[src/rtl/vpipe_stall_ctrl_if.sv]
// Pipeline control bundle shared between the stall controller and the
// delay lines / issue logic it serves. The issue side (master) presents
// stall, flush and new-instruction requests; the controller (slave)
// answers with the per-register enable, clear and occupancy vectors.
interface vpipe_stall_ctrl_if #(
  parameter int NUMSTAGES = 32
);
  logic [NUMSTAGES-1:0] internal_stall;
  logic [NUMSTAGES-1:0] squash_req;
  logic                 in_valid;
  logic                 in_ready;
  logic [NUMSTAGES-1:0] en;
  logic [NUMSTAGES-1:0] squash;
  logic [NUMSTAGES-1:0] valid;

  modport master (
    output internal_stall,
    output squash_req,
    output in_valid,
    input  in_ready,
    input  en,
    input  squash,
    input  valid
  );

  modport slave (
    input  internal_stall,
    input  squash_req,
    input  in_valid,
    output in_ready,
    output en,
    output squash,
    output valid
  );
endinterface

[src/rtl/vpipe_stall_ctrl.sv]
// Vector pipeline stall controller. Turns per-stage stall and flush
// requests into the hold / advance / bubble pattern for every delay line
// in the lane, tracks which pipe registers hold a live instruction, gates
// intake at stage 0, runs a drain sequence on request and counts the
// cycles in which stage 0 could not advance.
module vpipe_stall_ctrl #(
  parameter int NUMSTAGES = 32,
  parameter int CNTW      = 16
) (
  input  logic               clk,
  input  logic               reset,
  vpipe_stall_ctrl_if.slave  pipe,
  input  logic               drain_req,
  output logic               drained,
  output logic [CNTW-1:0]    stall_cycles,
  input  logic               stall_clr
);

  localparam logic [1:0] ST_RUN   = 2'd0;
  localparam logic [1:0] ST_DRAIN = 2'd1;
  localparam logic [1:0] ST_DONE  = 2'd2;

  logic [NUMSTAGES-1:0] stalled;
  logic [NUMSTAGES-1:0] flush;
  logic [NUMSTAGES-1:0] en_c;
  logic [NUMSTAGES-1:0] squash_c;
  logic [NUMSTAGES-1:0] shift_in;
  logic                 in_ready_c;
  logic                 accept;

  logic [NUMSTAGES-1:0] valid_q, valid_d;
  logic [1:0]           state_q, state_d;
  logic [CNTW-1:0]      stall_cycles_q, stall_cycles_d;

  // A register is stalled when it or anything downstream of it is stuck;
  // a register is flushed when a flush resolves at it or further down.
  always_comb begin
    stalled = '0;
    flush   = '0;
    for (int i = 0; i < NUMSTAGES; i++) begin
      stalled[i] = |(pipe.internal_stall >> i);
      flush[i]   = |(pipe.squash_req >> i);
    end
  end

  // Per-register enables and clears; reset forces every register to clear
  // and blocks intake so the delay lines empty alongside the occupancy map.
  always_comb begin
    in_ready_c = ~stalled[0] & (state_q == ST_RUN) & ~flush[0] & ~reset;
    accept     = pipe.in_valid & in_ready_c;
    en_c       = ~stalled;
    squash_c   = '0;
    squash_c[0] = flush[0] | (~stalled[0] & ~accept);
    for (int i = 1; i < NUMSTAGES; i++) begin
      squash_c[i] = flush[i] | (stalled[i-1] & ~stalled[i]);
    end
    if (reset) begin
      en_c     = '0;
      squash_c = '1;
    end
  end

  assign pipe.en       = en_c;
  assign pipe.squash   = squash_c;
  assign pipe.in_ready = in_ready_c;
  assign pipe.valid    = valid_q;

  // Occupancy follows the same load/clear decisions as the delay lines:
  // a clear wins, otherwise an enabled register takes its upstream neighbour
  // (or the accepted instruction at stage 0), otherwise it holds.
  always_comb begin
    shift_in = {valid_q[NUMSTAGES-2:0], accept};
    valid_d  = ~squash_c & ((en_c & shift_in) | (~en_c & valid_q));
  end

  // Drain sequencing: stop intake, wait for the registered occupancy to
  // reach empty, then report drained until the request is withdrawn.
  always_comb begin
    state_d = state_q;
    case (state_q)
      ST_RUN:   if (drain_req)         state_d = ST_DRAIN;
      ST_DRAIN: if (valid_q == '0)     state_d = ST_DONE;
      ST_DONE:  if (!drain_req)        state_d = ST_RUN;
      default:                         state_d = ST_RUN;
    endcase
  end

  assign drained = (state_q == ST_DONE);

  // Saturating count of cycles where stage 0 was held; clear beats count.
  always_comb begin
    stall_cycles_d = stall_cycles_q;
    if (stall_clr) begin
      stall_cycles_d = '0;
    end else if (stalled[0] && (stall_cycles_q != '1)) begin
      stall_cycles_d = stall_cycles_q + 1'b1;
    end
  end

  assign stall_cycles = stall_cycles_q;

  // State registers with synchronous reset.
  always_ff @(posedge clk) begin
    if (reset) begin
      valid_q        <= '0;
      state_q        <= ST_RUN;
      stall_cycles_q <= '0;
    end else begin
      valid_q        <= valid_d;
      state_q        <= state_d;
      stall_cycles_q <= stall_cycles_d;
    end
  end

endmodule

[src/flat_wrapper.sv]
// flat-port wrapper written by rule: the top's interface ports become plain ports
module vpipe_stall_ctrl_flat 
#(
  parameter int NUMSTAGES = 32,
  parameter int CNTW      = 16
)
  (clk, reset, drain_req, drained, stall_cycles, stall_clr, pipe_internal_stall, pipe_squash_req, pipe_in_valid, pipe_in_ready, pipe_en, pipe_squash, pipe_valid);
  vpipe_stall_ctrl_if #(.NUMSTAGES(NUMSTAGES)) pipe_i ();
  input  logic clk;
  input  logic reset;
  input  logic drain_req;
  output logic drained;
  output logic [CNTW-1:0] stall_cycles;
  input  logic stall_clr;
  input wire logic [$bits(pipe_i.internal_stall)-1:0] pipe_internal_stall;
  input wire logic [$bits(pipe_i.squash_req)-1:0] pipe_squash_req;
  input wire logic [$bits(pipe_i.in_valid)-1:0] pipe_in_valid;
  output wire logic [$bits(pipe_i.in_ready)-1:0] pipe_in_ready;
  output wire logic [$bits(pipe_i.en)-1:0] pipe_en;
  output wire logic [$bits(pipe_i.squash)-1:0] pipe_squash;
  output wire logic [$bits(pipe_i.valid)-1:0] pipe_valid;
  assign pipe_i.internal_stall = pipe_internal_stall;
  assign pipe_i.squash_req = pipe_squash_req;
  assign pipe_i.in_valid = pipe_in_valid;
  assign pipe_in_ready = pipe_i.in_ready;
  assign pipe_en = pipe_i.en;
  assign pipe_squash = pipe_i.squash;
  assign pipe_valid = pipe_i.valid;
  vpipe_stall_ctrl #(.NUMSTAGES(NUMSTAGES), .CNTW(CNTW)) u_core (.clk(clk), .reset(reset), .pipe(pipe_i), .drain_req(drain_req), .drained(drained), .stall_cycles(stall_cycles), .stall_clr(stall_clr));
endmodule
[config.mk]
export PLATFORM = sky130hd
export DESIGN_NAME = vpipe_stall_ctrl_flat
export DESIGN_NICKNAME = d
export VERILOG_FILES = /design/src/rtl/vpipe_stall_ctrl_if.sv /design/src/rtl/vpipe_stall_ctrl.sv /design/src/flat_wrapper.sv
export SDC_FILE = /design/constraint.sdc
export NUM_CORES = 1
export LEC_CHECK = 0
export BUFFER_PORTS_ARGS = -buffer_cell sky130_fd_sc_hd__buf_2
export CORE_MARGIN = 2
export CORE_UTILIZATION = 40
export CTS_BUF_LIST = sky130_fd_sc_hd__clkbuf_16
export CTS_CLUSTER_SIZE = 16
export DETAILED_ROUTE_END_ITERATION = 16
export PLACE_DENSITY = 0.79
export SYNTH_ARGS = -nofsm -noshare
export SYNTH_HDL_FRONTEND = slang
export SYNTH_SLANG_ARGS = --single-unit
export TNS_END_PERCENT = 1
[constraint.sdc]
create_clock -name clk -period 4.6 [get_ports clk]
set_input_delay 1.38 -clock clk [delete_from_list [all_inputs] [get_ports clk]]
set_output_delay 1.38 -clock clk [all_outputs]
set_load 0.05 [all_outputs]
Yosys cells after proc, flatten, opt, wreduce, memory -nomap -nowiden
Cells that the tools add are included.

Bits in registers: 50. Bits in latches: 0. RAM bits: 0. Memory bits (read-only): 0. Memories: 0.

$add $sub $neg: 1. Multiply operators: 0. Div/mod/pow operators: 0. $lt $le $gt $ge: 0. Equality and inequality tests: 6. Shift-type cells: 0. Multiplexer cells: 6. Bitwise operators: 110. Reduce and logical (&&, ||, !) cells: 67.

Operator list (count): 32-bit AND (3); 32-bit inverter (3); 32-bit two-way mux (2); 32-bit OR reduction (2); 31-bit OR reduction (2); 30-bit OR reduction (2); 29-bit OR reduction (2); 28-bit OR reduction (2); 27-bit OR reduction (2); 26-bit OR reduction (2); 25-bit OR reduction (2); 24-bit OR reduction (2); 23-bit OR reduction (2); 22-bit OR reduction (2); 21-bit OR reduction (2); 20-bit OR reduction (2); 19-bit OR reduction (2); 1-bit AND (36); 18-bit OR reduction (2); 1-bit inverter (35); 17-bit OR reduction (2); 32-bit zero test (1); 1-bit OR (32); 32-bit OR (1); other kinds (26) (45).

Depth between registers and ports, before layout
Word-level depth: 12. Gate-level depth with buffers: 7.

Worst setup path after synthesis
OpenSTA, ideal clock, no wires.

Path kind: in2out. Start point: in reset. End point: out pipe_in_ready. Data arrival time: 4.243 ns. Path slack: -1.023 ns. Stages on the path: 5. Buffers on the path: 0. Cell sequence: or4_1 -> nand4b_4 -> nand3b_1 -> nor2_1 -> nor4b_1.

Word-level cells in the longest chain between the ends: 2.

Ends and longest elaborated chain: start: declaration (RTL line flat_wrapper.sv:10) `input logic reset;`; 1-bit inverter (RTL line vpipe_stall_ctrl.sv:49) `in_ready_c = ~stalled[0] & (state_q == ST_RUN) & ~flush[0] & ~reset;`; 1-bit AND (RTL line vpipe_stall_ctrl.sv:49); end: declaration (RTL line flat_wrapper.sv:18) `output wire logic [$bits(pipe_i.in_ready)-1:0] pipe_in_ready;`.

Every way passes these cells.

Final worst setup path
Start point: in pipe_squash_req[29]. End point: out pipe_squash[3].

Word-level cells in the longest chain between the ends: 3.

Ends and longest elaborated chain: start: declaration (RTL line flat_wrapper.sv:16) `input wire logic [$bits(pipe_i.squash_req)-1:0] pipe_squash_req;`; 29-bit OR reduction (RTL line vpipe_stall_ctrl.sv:42) `flush[i] = |(pipe.squash_req >> i);`; 1-bit OR (RTL line vpipe_stall_ctrl.sv:55) `squash_c[i] = flush[i] | (stalled[i-1] & ~stalled[i]);`; 32-bit two-way mux (RTL line vpipe_stall_ctrl.sv:57) `if (reset) begin`; end: declaration (RTL line flat_wrapper.sv:20) `output wire logic [$bits(pipe_i.squash)-1:0] pipe_squash;`.

Every way passes these cells.

==> key figures <==
Outcome
  • Status: complete, but fails checks
  • Failing checks: negative setup slack

Logic synthesis
  • Yosys cell types: 60
  • Area leader, netlist: dfxtp_1
  • Asr flop ratio synth: 0%
  • Post-synth EDFFs: 0
  • Syn avg cell area: 7.92 um2
  • Most frequent cell after synthesis: nor2_1
  • Register area share after synthesis: 29.6%
  • Synth warnings: 0
  • Yosys reg bits: 50
  • Syn nets: 497
  • Synth top area cells: dfxtp_1 (30%), nor2_1 (6.1%), mux2i_1 (5.9%)
  • Post-Syn Area: 3380 um2
  • Cell count after synthesis: 427
  • Main synth FF type: dfxtp_1
  • Post-synth top area share: 29.6%
  • Commonest cells post-synth: nor2_1 (55), dfxtp_1 (50), nor4_1 (26)

Pwr
  • VDD IR max: 0.154 mV
  • Clk network pwr share: 42.8%
  • Sequential share of power: 43.3%
  • Total Power: 1.01 mW
  • Internal power: 0.747 mW
  • Leak: 2.21 nW
  • Comb power frac: 13.9%
  • Sw frac: 26.3%
  • Total net switching power: 0.267 mW
  • Cell Pwr Density: 196 nW/um2

Floorplan
  • Io pins: 183
  • Rows: 33
  • Core area: 8220 um2
  • Initial Utilization: 41.2%
  • Die area: 9210 um2
  • Chip height: 96.0 um
  • Die Width: 96.0 um

Timing
  • Max-slew violations: 0
  • Period utilization: 101%
  • Slack of the critical path: -0.0572 ns
  • Slew Limit Headroom: 38.6%
  • Setup TNS: -0.108 ns
  • Final Skew: 0.00690 ns
  • Slew @ Worst Pin: 0.915 ns
  • Worst hold slack: 0.487 ns
  • RSZ-0062 raised after global routing: yes
  • Min Tclk post-route: 4.66 ns
  • Setup violations, final: 4
  • Max Fclk: 215 MHz
  • Final hold viol count: 0

Critical path
  • CP Class: input pin to output port
  • CP Capture Type: output port
  • Critical path peak fanout: 7
  • CP arrival: 3.28 ns
  • Setup slack, reg-to-reg: 2.42 ns
  • Startpoint types: input pin
  • Crit path required time: 3.22 ns

Finish
  • Layout area overhead: 52.7%
  • Final Core Density: 62.9%
  • Non-filler cells, final: 770
  • Ratio of cells with drive above 1 in the final layout: 43.8%
  • Post-route cell area: 5170 um2
  • Antenna Cells: 0
  • Number of nets in the layout: 734

Detailed routing
  • DR pass1 iterations: 5
  • DR iter-0 viols: 299
  • ANT nets after route: 0
  • Vias: 4,591
  • Drt total wl: 13,700 um
  • Vias per inst: 5.96
  • DRC: 0
  • WL per Instance: 17.8 um

GRT
  • Vias in the first global route: 4,350
  • Largest net degree at the start of global routing: 31
  • Initial antenna violation count: 1
  • GRT Residual Overflow: 0
  • First-pass GRT wire length: 20,800 um
  • GRT Overall Usage: 28.7%

Place
  • Post-DP Area: 4810 um2
  • Dpl cells: 758
  • Routability cong.: 1.01
  • Dpl ws: -0.159 ns
  • Port Buf Inserts: 182
  • Final HPWL DP: 11,000 um

Clock network
  • Total CTS buffers: 5
  • Clk slew on worst S/H paths: 0.07 ns
  • Clk buf depth: 2
  • Root Driver: clkbuf_16
  • H-tree depth: 2
  • Later-pin clock latency in the skew report: 0.29 ns
  • Cts hold-fix bufs: 0
  • CTS tree: done
  • Num Clock Sinks: 50

Worst hold path
  • Worst min path class: flip-flop to flip-flop

Run
  • Max-cap violations: 0
-- path summary, 6_finish.rpt --
path | cells past startpoint | start | to
worst max-delay path | 7 | pipe_squash_req[29] | pipe_squash[3]
worst min-delay path | 2 | u_core.pipe.valid[22] | u_core.pipe.valid[23]
worst max register to register | 6 | u_core.stall_cycles[0] | u_core.stall_cycles[14]
worst min register to register | 2 | u_core.pipe.valid[22] | u_core.pipe.valid[23]
-- power groups by stage --
stage,Combinational [mW],Clock [mW],Sequential [mW]
after floorplan,0.0535,0,0.451
after global placement,0.130,0,0.448
after detailed placement,0.132,0,0.448
after CTS,0.136,0.444,0.438
after global routing,0.149,0.456,0.439
final,0.141,0.434,0.439
-- flip-flops by register name, summed over array words and instances (netlist names) --
signal,flops
u_core.pipe.valid,32
u_core.stall_cycles,16
u_core.state_q,2
-- worst max-delay path, stage by stage --
cell	delay (ns)
buf_6	0.09
or4_4	0.53
nand4b_4	0.26
nand3b_1	0.36
buf_6	0.21
a211o_1	0.28
buf_6	0.17
-- placed cells by master, fill, tap and decap left out, drive strengths merged, types with 5 or more instances in the layout --
cell type  instances
nor3              22
nand3             17
nor4              33
and2               6
or4               17
and3               6
o31ai              8
o21bai             5
nand2b             6
a2111o             5
nand2             24
a21oi             21
clkbuf             7
mux2i             20
nand4             15
a311o              7
buf              243
or2                9
o21ai             20
dfxtp             50
inv               13
or3               13
nor2              55
-- layout make-up --
class | count | area [um2]
Timing Repair Buffer | 245 | 1450
Sequential cell | 50 | 1000
Multi-Input combinational cell | 349 | 2370
Clock buffer | 5 | 125
Fill cell | 697 | 3050
Clock inverter | 3 | 43.8
Inverter | 13 | 48.8
Tap cell | 105 | 131
-- routing by layer --
layer	wire length, um	vias to the layer above	track usage [%]
li1	-	2134	-
met1	5370	2160	33.9
met2	6940	268	51.0
met3	1160	27	6.73
met4	241	2	9.52
met5	7	-	0
-- logic make-up after synthesis --
group | share of synthesized area [%]
AND/OR/NAND/NOR | 43.0
adder cells (fa/ha/maj) | 0.370
AO/OA/AOI/OAI | 17.4
multiplexers | 5.92
buffers and inverters | 3.66
flip-flops | 29.6
-- timing repair --
action	in CTS	in global routing
gates resized for setup	23	19
gates cloned	0	0
setup endpoints to repair	14	25
buffers inserted	2	2
pin swaps	5	4
(Power assumes the default switching activity.)
